File: src/rtl/seg7_scan.sv
// Multiplexed hex display driver: one digit lit per scan strobe, frame-coherent snapshot.
// Optional leading-zero blanking when the LZB_EN macro is defined.
module seg7_scan #(
    parameter int NDIG = 4
) (
    input  logic              clkin,
    input  logic              rst,
    input  logic              tick,
    input  logic [4*NDIG-1:0] data,
    input  logic [NDIG-1:0]   dp_in,
    output logic [NDIG-1:0]   an,
    output logic [6:0]        seg,
    output logic              dp
);

    localparam int IDX_W = (NDIG > 1) ? $clog2(NDIG) : 1;
    localparam logic [IDX_W-1:0] LAST_IDX = IDX_W'(NDIG - 1);
    localparam logic [6:0] SEG_DARK = 7'h7F;

    logic [IDX_W-1:0]  idx_q, idx_d;
    logic [4*NDIG-1:0] shadow_data_q, shadow_data_d;
    logic [NDIG-1:0]   shadow_dp_q, shadow_dp_d;
    logic [NDIG-1:0]   an_q, an_d;
    logic [6:0]        seg_q, seg_d;
    logic              dp_q, dp_d;

    logic              wrap;
    logic [IDX_W-1:0]  nxt_idx;
    logic [3:0]        digit_val;
    logic              digit_dp;
    logic              digit_blank;
    logic [NDIG-1:0]   blank_mask;

    function automatic logic [6:0] hex_to_seg(input logic [3:0] v);
        logic [6:0] s;
        case (v)
            4'h0: s = 7'h40;
            4'h1: s = 7'h79;
            4'h2: s = 7'h24;
            4'h3: s = 7'h30;
            4'h4: s = 7'h19;
            4'h5: s = 7'h12;
            4'h6: s = 7'h02;
            4'h7: s = 7'h78;
            4'h8: s = 7'h00;
            4'h9: s = 7'h10;
            4'hA: s = 7'h08;
            4'hB: s = 7'h03;
            4'hC: s = 7'h46;
            4'hD: s = 7'h21;
            4'hE: s = 7'h06;
            default: s = 7'h0E;
        endcase
        return s;
    endfunction

    function automatic logic [3:0] pick_nibble(input logic [4*NDIG-1:0] word,
                                               input logic [IDX_W-1:0] sel);
        logic [3:0] r;
        r = 4'h0;
        for (int i = 0; i < NDIG; i++) begin
            if (sel == IDX_W'(i)) r = word[4*i +: 4];
        end
        return r;
    endfunction

    function automatic logic pick_bit(input logic [NDIG-1:0] vec,
                                      input logic [IDX_W-1:0] sel);
        logic r;
        r = 1'b0;
        for (int i = 0; i < NDIG; i++) begin
            if (sel == IDX_W'(i)) r = vec[i];
        end
        return r;
    endfunction

    // Bit i set when digit i and every digit above it in the word are zero; digit 0 never set.
    function automatic logic [NDIG-1:0] lead_zero_mask(input logic [4*NDIG-1:0] word);
        logic [NDIG-1:0] m;
        m = '0;
        m[NDIG-1] = (word[4*(NDIG-1) +: 4] == 4'h0);
        for (int i = NDIG - 2; i >= 1; i--) begin
            m[i] = m[i+1] & (word[4*i +: 4] == 4'h0);
        end
        m[0] = 1'b0;
        return m;
    endfunction

`ifdef LZB_EN
    assign blank_mask = lead_zero_mask(shadow_data_q);
`else
    assign blank_mask = '0;
`endif

    always_comb begin
        idx_d         = idx_q;
        shadow_data_d = shadow_data_q;
        shadow_dp_d   = shadow_dp_q;
        an_d          = an_q;
        seg_d         = seg_q;
        dp_d          = dp_q;

        wrap    = (idx_q == LAST_IDX);
        nxt_idx = wrap ? '0 : idx_q + IDX_W'(1);

        // Digit 0 bypasses the shadow so it shows the same data the shadow captures now.
        digit_val   = wrap ? data[3:0] : pick_nibble(shadow_data_q, nxt_idx);
        digit_dp    = wrap ? dp_in[0]  : pick_bit(shadow_dp_q, nxt_idx);
        digit_blank = pick_bit(blank_mask, nxt_idx);

        if (tick) begin
            idx_d = nxt_idx;
            if (wrap) begin
                shadow_data_d = data;
                shadow_dp_d   = dp_in;
            end
            an_d  = ~(NDIG'(1) << nxt_idx);
            seg_d = digit_blank ? SEG_DARK : hex_to_seg(digit_val);
            dp_d  = ~digit_dp;
        end
    end

    always_ff @(posedge clkin) begin
        if (rst) begin
            idx_q         <= LAST_IDX;
            shadow_data_q <= '0;
            shadow_dp_q   <= '0;
            an_q          <= '1;
            seg_q         <= SEG_DARK;
            dp_q          <= 1'b1;
        end else begin
            idx_q         <= idx_d;
            shadow_data_q <= shadow_data_d;
            shadow_dp_q   <= shadow_dp_d;
            an_q          <= an_d;
            seg_q         <= seg_d;
            dp_q          <= dp_d;
        end
    end

    assign an  = an_q;
    assign seg = seg_q;
    assign dp  = dp_q;

endmodule

File: config.mk
export PLATFORM = sky130hd
export DESIGN_NAME = seg7_scan
export DESIGN_NICKNAME = d
export VERILOG_FILES = /design/src/rtl/seg7_scan.sv
export SDC_FILE = /design/constraint.sdc
export NUM_CORES = 1
export LEC_CHECK = 0
export BUFFER_PORTS_ARGS = -buffer_cell sky130_fd_sc_hd__buf_4
export CAP_MARGIN = 20
export CORE_ASPECT_RATIO = 1.25
export CORE_MARGIN = 4
export CORE_UTILIZATION = 25
export DETAILED_ROUTE_END_ITERATION = 10
export SLEW_MARGIN = 20
export SYNTH_ARGS = -nofsm -noshare
export SYNTH_HDL_FRONTEND = slang
export SYNTH_SLANG_ARGS = --single-unit
export TNS_END_PERCENT = 10
File: constraint.sdc
create_clock -name clkin -period 3.1 [get_ports clkin]
set_input_delay 0.62 -clock clkin [delete_from_list [all_inputs] [get_ports clkin]]
set_output_delay 0.62 -clock clkin [all_outputs]
set_load 0.005 [all_outputs]
=== After elaboration in Yosys (flattened, before gate mapping) ===
Memory sizes are Yosys's and may differ from the RTL's. A register that Yosys moved wholly into a read port is not among the register bits.
Index checks and enable logic that the tools add are counted.

* Register bits after elaboration: 27
* Memory bits (read-only): 112
* Input bits: 23
* Output and inout bits: 12
* Logic and storage cells: 27
* Memories kept: 1

{| class="wikitable"
|+ Memories
! name !! words !! bits a word !! read ports !! clocked after Yosys merged registers in !! wr ports !! RTL line !! source
|-
| (name not given) || 16 || 7 || 1 || 1 || 0 || 36 || <nowiki>case (v)</nowiki>
|}

* $add $sub $neg: 1
* Eq/ne operators: 4
* Shifts and indexed selects: 1
* Muxes and demuxes: 11
* Bitwise logic cells: 2
* Reductions and logical operators: 2

{| class="wikitable"
|+ Operators by type and width
! cell !! number
|-
| 4-bit two-way mux || 5
|-
| 2-bit equality test (second input constant) || 3
|-
| 1-bit two-way mux || 5
|-
| 4-bit inverter || 1
|-
| 1-bit by 2-bit << shifter with 4-bit output (first input constant) || 1
|-
| 2-bit by 1-bit adder with 2-bit output (second input constant) || 1
|-
| 2-bit by 1-bit equality test with 1-bit output (second input constant) || 1
|-
| 2-bit zero test || 1
|-
| 2-bit two-way mux || 1
|-
| 2-bit AND reduction || 1
|-
| 1-bit inverter || 1
|}

=== Depth between registers and ports, before layout ===
Gate-level depths: netlist (run 1).

* Depth in word-level cells: 9
* Gate-level depth with buffers: 13

=== Worst setup path after synthesis (run 1) ===
No wires, ideal clock.

* Path kind: register to register
* Start: register idx_q[0]
* End: register seg_q[3] (netlist: seg[3])
* Arrival time: 2.495 ns
* Data required time: 2.963 ns
* Setup slack: 0.468 ns
* Cell stages (with the launch flop): 14
* Clock period less this slack: 2.632 ns
* Cell sequence: dfxtp_1 > inv_1 > ha_1 > buf_2 > a21oi_1 > a221oi_1 > o22ai_1 > inv_1 > ha_1 > and2_1 > o21ai_0 > o311ai_0 > nor4_1 > a311oi_1

* Cells in the longest elaborated chain, start to end: 8
* Elaborated cells between the ends (all ways): 12
* Those cells by class: add/sub: 1; eq/ne: 4; mux: 6; reduce/logical: 1

{| class="wikitable"
|+ RTL lines
! element !! RTL line !! source
|-
| start: declaration || 20 || <nowiki>logic [IDX_W-1:0] idx_q, idx_d;</nowiki>
|-
| start signal: assignment || 132 || <nowiki>idx_q <= idx_d;</nowiki>
|-
| 2-bit by 1-bit adder with 2-bit output or 2-bit equality test (tied branches) || 104, 103 ||
|-
| 2-bit two-way mux || 104 || <nowiki>nxt_idx = wrap ? '0 : idx_q + IDX_W'(1);</nowiki>
|-
| 2-bit zero test || - ||
|-
| 4-bit two-way mux (4 in a row) || 62 || <nowiki>if (sel == IDX_W'(i)) r = word[4*i +: 4];</nowiki>
|-
| 4-bit two-way mux (*) || 107 || <nowiki>digit_val = wrap ? data[3:0] : pick_nibble(shadow_data_q, nxt_idx);</nowiki>
|-
| end: declaration || 24 || <nowiki>logic [6:0] seg_q, seg_d;</nowiki>
|}

Every way passes the cells marked *; elsewhere a longest branch is shown, timed or not.
A chain may end at the register's enable or synchronous reset.

=== Worst setup path after layout (run 1) ===
Same ends and word-level chain as after synthesis.

==> results of run 1 <==
[state kept, by name, summed over array words and instances, names as in the netlist]
signal and cells:
idx_q 2, shadow_data_q 16, shadow_dp_q 4, seg 7
an 4, dp 1
[cells by family after synthesis]
family / after synthesis / synth area share [%]
AND/OR/NAND/NOR: 97 / 22.96
AO/OA/AOI/OAI: 68 / 25.25
flip-flops: 34 / 35.49
buffers and inverters: 27 / 5.740
adder cells (fa/ha/maj): 12 / 7.828
multiplexers: 5 / 2.740
[worst max path at each step]
stage	end	slack, ns	cells past startpoint	start
4_1_cts	seg[3]	0.11	12	idx_q[0]
3_5_place_dp	seg[3]	0.12	12	idx_q[0]
5_1_grt	seg[3]	0.03	12	idx_q[0]
2_1_floorplan	seg[3]	0.47	13	idx_q[0]
3_3_place_gp	seg[3]	0.24	12	idx_q[0]
6_report	seg[3]	0.22	12	idx_q[0]
[final cells by class]
| class | count | share of cell area (%) |
|---|---|---|
| inverter | 12 | 1.890 |
| clock buffer | 7 | 3.622 |
| timing repair buffer | 42 | 13.23 |
| sequential | 34 | 28.56 |
| clock inverter | 1 | 0.2100 |
| tap | 92 | 4.829 |
| multi-input combinational | 182 | 47.66 |
[placed cells by master, fill, tap and decap left out, drive strengths merged, types with 4 or more instances in the layout]
cell,instances
dfxtp,34
nand2,64
nor3,7
ha,12
nor2,6
a31oi,4
o21ai,9
a21oi,30
buf,42
o31ai,5
inv,12
clkbuf,7
[power by group]
| group | leakage (nW) | internal, mW | switching [mW] | total [mW] |
|---|---|---|---|---|
| Clock | 0.0482 | 0.179 | 0.160 | 0.339 |
| Sequential | 0.280 | 0.473 | 0.0210 | 0.494 |
| Combinational | 0.641 | 0.144 | 0.185 | 0.329 |
| Total | 0.969 | 0.796 | 0.365 | 1.16 |
[critical path, delay by kind of cell, from the launching register on]
kind	cells	cell delay [ns]
AOI/OAI and AO/OA	5	0.75
adders and majority gates	2	0.67
and+or+nand+nor	3	0.65
DFF	1	0.43
buffers and inverters	2	0.26
[stage by stage]
step / utilization (%) / setup WS (ns) / hold slack, ns / instance area, µm²
after global placement: 30.67 / 0.2366 / 0.4439 / 2283
after global routing: 32.02 / 0.03306 / 0.4688 / 2384
after detailed placement: 30.67 / 0.1226 / 0.4457 / 2283
after CTS: 31.90 / 0.1077 / 0.4551 / 2375
final: 32.02 / 0.2203 / 0.4532 / 2384
after floorplan: - / 0.4680 / 0.4319 / 1918
[repair_timing]
item                                    in CTS  in global routing
resized for setup                            0                  1
hold buffers                                 0                  0
endpoints found under the setup margin       0                  1
setup buffers                                0                  0
[layer usage]
layer	share of wire, %	track usage, %
met2	47	17.89
met5	0	0
met3	5.2	2.248
met4	1.2	4.566
met1	46	14.04
==> summary.txt, run 1 <==
Floorplanning
  • IO Pins: 35
  • Die area: slightly above 0.009 mm²
  • Die Span Y: around 110 µm
  • Initial core utilization: 25.76%
  • # rows: 35
  • DIE WIDTH: around 86 µm
  • Core box area: between 0.007 and 0.008 mm²

Yosys
  • Mapped Cells: about 240
  • Synthesized cell area: 0.001918 mm²
  • Sequential fraction of the synthesis area: a little over a third
  • Synth Flop Type: dfxtp_1
  • Top cells by area, synth: dfxtp_1, nand2_1, ha_1
  • Synthesized Nets: between 200 and 300
  • Warnings, synthesis: 0
  • Mean Syn Cell Area: between 7 and 8 µm²
  • Synth async-reset ratio: 0%
  • Post-synth top area cell: dfxtp_1
  • EDFF count, synth: 0
  • Number of synthesized register bits: 34
  • Yosys top cell area share: 35.49%
  • Unique masters post-synth: 47
  • Count leader, synth: nand2_1
  • Most common library cells after synthesis: nand2_1, dfxtp_1, a21oi_1, clkbuf_1, ha_1

Placement
  • DP HPWL: roughly 3600 µm
  • Gp weighted congestion: a little over 0.8
  • Placed cells: between 300 and 400
  • Buffers on Ports: 34

Min path
  • Hold path depth: 2
  • Worst hold start: shadow_data_q[0]
  • Worst hold path class: register to register
  • Hold path endpoint: shadow_data_q[0]

Routing
  • Vias per cell: roughly 4.8
  • Final ANT Viol Nets: 0
  • DRT Pass-1 Iters: 4
  • Number of DRC markers in iteration 0: 100
  • DR vias: between 1,500 and 2,000
  • # DRC: 0
  • Final Routed Wirelength: 4801 µm
  • Routed len/inst: about 13 µm

Worst setup path
  • CP cell instances: inv_1 -> ha_1 -> and4bb_1 -> a2111oi_2 -> o31ai_4 -> inv_1 -> ha_1 -> nor2_1 -> o21ai_0 -> o311ai_0 -> nor4_1 -> a311oi_1
  • WP data required: roughly 3.3 ns
  • Startpoint Class: register
  • Max incr delay on CP: between 0.4 and 0.5 ns
  • Worst r2r src: idx_q[0]
  • Reg2Reg Depth: 12
  • RR Endpoint: seg[3]
  • Flop2flop setup slack: 0.22 ns
  • Slowest stage cell, crit path: dfxtp_1
  • Worst-path maximum fanout: 8
  • Crit. End Element: register
  • Kind of critical path: register to register
  • CP arrival: around 3.0 ns

GRT
  • GRT Residual Overflow: 0
  • Overall Global Routing Usage: 11.02%
  • Number of global-route vias before repair: between 1,500 and 2,000
  • Largest net degree at the start of global routing: 32
  • Initial antenna violation count: 0
  • First-pass GRT wire length: 8114 µm

Pwr
  • Leakage: 0.9693 nW
  • Worst IR drop on VDD: 0.2103 mV
  • PwrDens: approximately 490 mW/mm²
  • Power Total: approximately 1.2 mW

Timing
  • Final Hold Vio Count: 0
  • Slew @ Worst Pin: about 0.68 ns
  • Slew HR: 54.51%
  • Minimum clock period: 2.880 ns
  • # setup viols final: 0
  • Setup TNS: 0 ns
  • RSZ-0062 raised after global routing: false
  • Clock skew: 0.007910 ns
  • Final Cycle Share: between 90 and 100%
  • Final Slew Violations: 0
  • FMAX: 347.3 MHz

Clocking
  • Cts bufs inserted: 5
  • Htree depth: 2
  • Worst-skew pair later-pin latency: approximately 0.28 ns
  • Max Root-Sink Buffers: 2
  • TritonCTS clock tree: done
  • Worst-path clk slew: roughly 0.07 ns
  • Clock root buffer: clkbuf_8
  • CTS sink count: 34

Final layout
  • Fillcell total: between 800 and 900
  • Share of cells above drive strength 1: between 20 and 25%
  • Final #Nets: 312
  • Antenna diodes: 0
  • Synth-to-layout area growth: 24.27%
  • Non-Filler Instances: 370
  • Multi-input logic area: approximately 0.0011 mm²
  • Total area of sequential cells: approximately 680 µm²

Status
  • Outcome: finished clean

Flow run
  • Max-cap viol count: 0
Power figures use the tool's default switching activity.
==> run 2: changes to the inputs <==
--- a/config.mk
+++ b/config.mk
@@ -10,6 +10,7 @@
 export CORE_ASPECT_RATIO = 1.25
 export CORE_MARGIN = 4
 export CORE_UTILIZATION = 25
+export CTS_BUF_LIST = sky130_fd_sc_hd__clkbuf_8
 export DETAILED_ROUTE_END_ITERATION = 10
 export SLEW_MARGIN = 20
 export SYNTH_ARGS = -nofsm -noshare
==> run 2 against run 1 <==
  * Critical path type unchanged
  * Total power shrank 0.22%
  * Clock-buffer cell count shrank 1
  * Flip-flop and latch count is the same
  * Global-route usage is the same
  * Clock power is essentially flat
  * Clock skew is essentially flat
  * Fmax grew 0.14%
  * Final area is the same
  * Die area is the same
  * Worst hold slack is the same
  * Critical path depth is the same
  * Sequential share of layout area is the same
==> summary.txt, run 2 (synthesis results as in run 1) <==
GRT
  • Overall Global Routing Usage: around 11%
  • Number of global-route vias before repair: between 1,500 and 2,000
  • First-pass GRT wire length: around 8000 µm
  • Initial antenna violation count: 0
  • Largest net degree at the start of global routing: 32
  • GRT Residual Overflow: 0

Placement
  • DP HPWL: roughly 3600 µm
  • Gp weighted congestion: between 0.8 and 0.9
  • Buffers on Ports: 34
  • Placed cell area: approximately 0.0023 mm²

Min path
  • Hold path endpoint: shadow_data_q[0]
  • Worst hold start: shadow_data_q[0]
  • Hold path depth: 2
  • Worst hold path class: register to register

Timing
  • Hold Worst Slack: ~0.45 ns
  • Setup TNS: 0 ns
  • RSZ-0062 raised after global routing: false
  • Clock skew: 0.007831 ns
  • Slew HR: a little over half
  • # setup viols final: 0
  • Final Hold Vio Count: 0
  • Slew @ Worst Pin: about 0.68 ns
  • FMAX: approximately 350 MHz
  • Final Slew Violations: 0
  • Minimum clock period: 2.876 ns
  • Final Cycle Share: about 93%

Final layout
  • Synth-to-layout area growth: 24.27%
  • Antenna diodes: 0
  • Commonest non-fill, non-tap cell in the layout: nand2_1
  • Final Core Density: 32.02%
  • Largest Register: shadow_data_q
  • Share of cells above drive strength 1: 21.94%
  • Max reg flops: 16
  • Final design area excluding fillers: 0.002384 mm²
  • Most frequent cells in the layout: nand2_1, buf_4, dfxtp_1
  • Final #Nets: approximately 310

Worst setup path
  • Worst-path maximum fanout: 8
  • RR Endpoint: seg[3]
  • Crit. End Element: register
  • Kind of critical path: register to register
  • CP startpoint: idx_q[0]
  • Startpoint Class: register
  • Worst r2r src: idx_q[0]
  • CP arrival: approximately 3.0 ns
  • Reg2Reg Depth: 12
  • Flop2flop setup slack: between 0.2 and 0.25 ns
  • WP data required: 3.26 ns

Pwr
  • PwrDens: ~490 mW/mm²
  • Worst IR drop on VDD: roughly 0.21 mV
  • Clock share of power: between 20 and 30%
  • Combinational fraction of design power: between 20% and 30%
  • Sequential power share: approximately 43%
  • P_sw: 0.3662 mW
  • Net Sw Frac: between 30% and 40%
  • P_int: 0.7930 mW
  • Leakage: just under 1 nW

Floorplanning
  • Core box area: between 0.007 and 0.008 mm²
  • Die Span Y: between 100 and 150 µm
  • # rows: 35
  • IO Pins: 35
  • DIE WIDTH: roughly 86 µm
  • Initial core utilization: roughly a quarter
  • Die area: about 0.0091 mm²

Clocking
  • Cts bufs inserted: 5
  • Worst-skew pair later-pin latency: between 0.2 and 0.3 ns
  • Worst-path clk slew: approximately 0.070 ns
  • CTS sink count: 34
  • Max Root-Sink Buffers: 2
  • Htree depth: 2
  • TritonCTS clock tree: done
  • Clock root buffer: clkbuf_8
  • # hold bufs at CTS: 0

Flow run
  • Max-cap viol count: 0

Routing
  • # DRC: 0
  • Number of DRC markers in iteration 0: slightly above 90
  • Final Routed Wirelength: roughly 4800 µm
  • Routed len/inst: around 13 µm
  • Vias per cell: between 4 and 5
  • Final ANT Viol Nets: 0
  • DR vias: about 1,800
  • DRT Pass-1 Iters: 4

Status
  • Outcome: finished clean
## run 2: changes by cell type in the layout (fill, tap and decap cells not counted), sizes merged
cell	previous run	this run
clkbuf	7	6
inv	12	13
## run 2: through the flow
step | instances | setup slack (ns) | total power [mW]
global route | 370 | 0.03306 | 1.230
CTS | 370 | 0.1077 | 1.169
detailed placement | 362 | 0.1226 | 0.8311
global placement | 362 | 0.2366 | 0.8260
floorplan | 243 | 0.4680 | 0.7143
finish | 370 | 0.2244 | 1.159
## run 2: worst max-delay path: stages (launching register included)
cell and delay, ns:
dfxtp_1 0.43, inv_1 0.10, ha_1 0.29, and4bb_1 0.30
a2111oi_2 0.06, o31ai_4 0.35, inv_1 0.16, ha_1 0.37
nor2_1 0.05, o21ai_0 0.13, o311ai_0 0.15, nor4_1 0.30
a311oi_1 0.07
## run 2: power groups by stage
| stage | combinational, mW | clock, mW | sequential, mW |
|---|---|---|---|
| global placement | 0.323 | 0 | 0.503 |
| detailed placement | 0.327 | 0 | 0.504 |
| finish | 0.329 | 0.336 | 0.494 |
| floorplan | 0.213 | 0 | 0.501 |
| CTS | 0.328 | 0.346 | 0.494 |
| global route | 0.368 | 0.362 | 0.499 |
## run 2: repair_timing
item | 4_1_cts | 5_1_grt
gates resized for setup | 0 | 1
setup endpoints to repair | 0 | 1
setup buffers | 0 | 0
endpoints found under the hold margin | 0 | 0
## run 2: layout make-up
cell class | instances | area (µm²)
Clock buffer | 6 | 82.58
Clock inverter | 2 | 8.758
Sequential cell | 34 | 680.7
Inverter | 12 | 45.04
Fill cell | 812 | 5061
Timing Repair Buffer | 42 | 315.3
Multi-Input combinational cell | 182 | 1136
Tap cell | 92 | 115.1
## run 2: worst max-delay path by stage
stage	depth (start not counted)	endpoint	slack, ns
finish	12	seg[3]	0.22
global route	12	seg[3]	0.03
detailed placement	12	seg[3]	0.12
floorplan	13	seg[3]	0.47
CTS	12	seg[3]	0.11
global placement	12	seg[3]	0.24
## run 2: layer usage
| layer | global-route usage [%] | vias to the layer above | part of all wire, % |
|---|---|---|---|
| met2 | 17.83 | 35 | 47 |
| met3 | 2.248 | 5 | 4.3 |
| li1 | - | 914 | - |
| met4 | 4.454 | 0 | 1.2 |
| met5 | 0 | - | 0 |
| met1 | 14.13 | 797 | 47 |
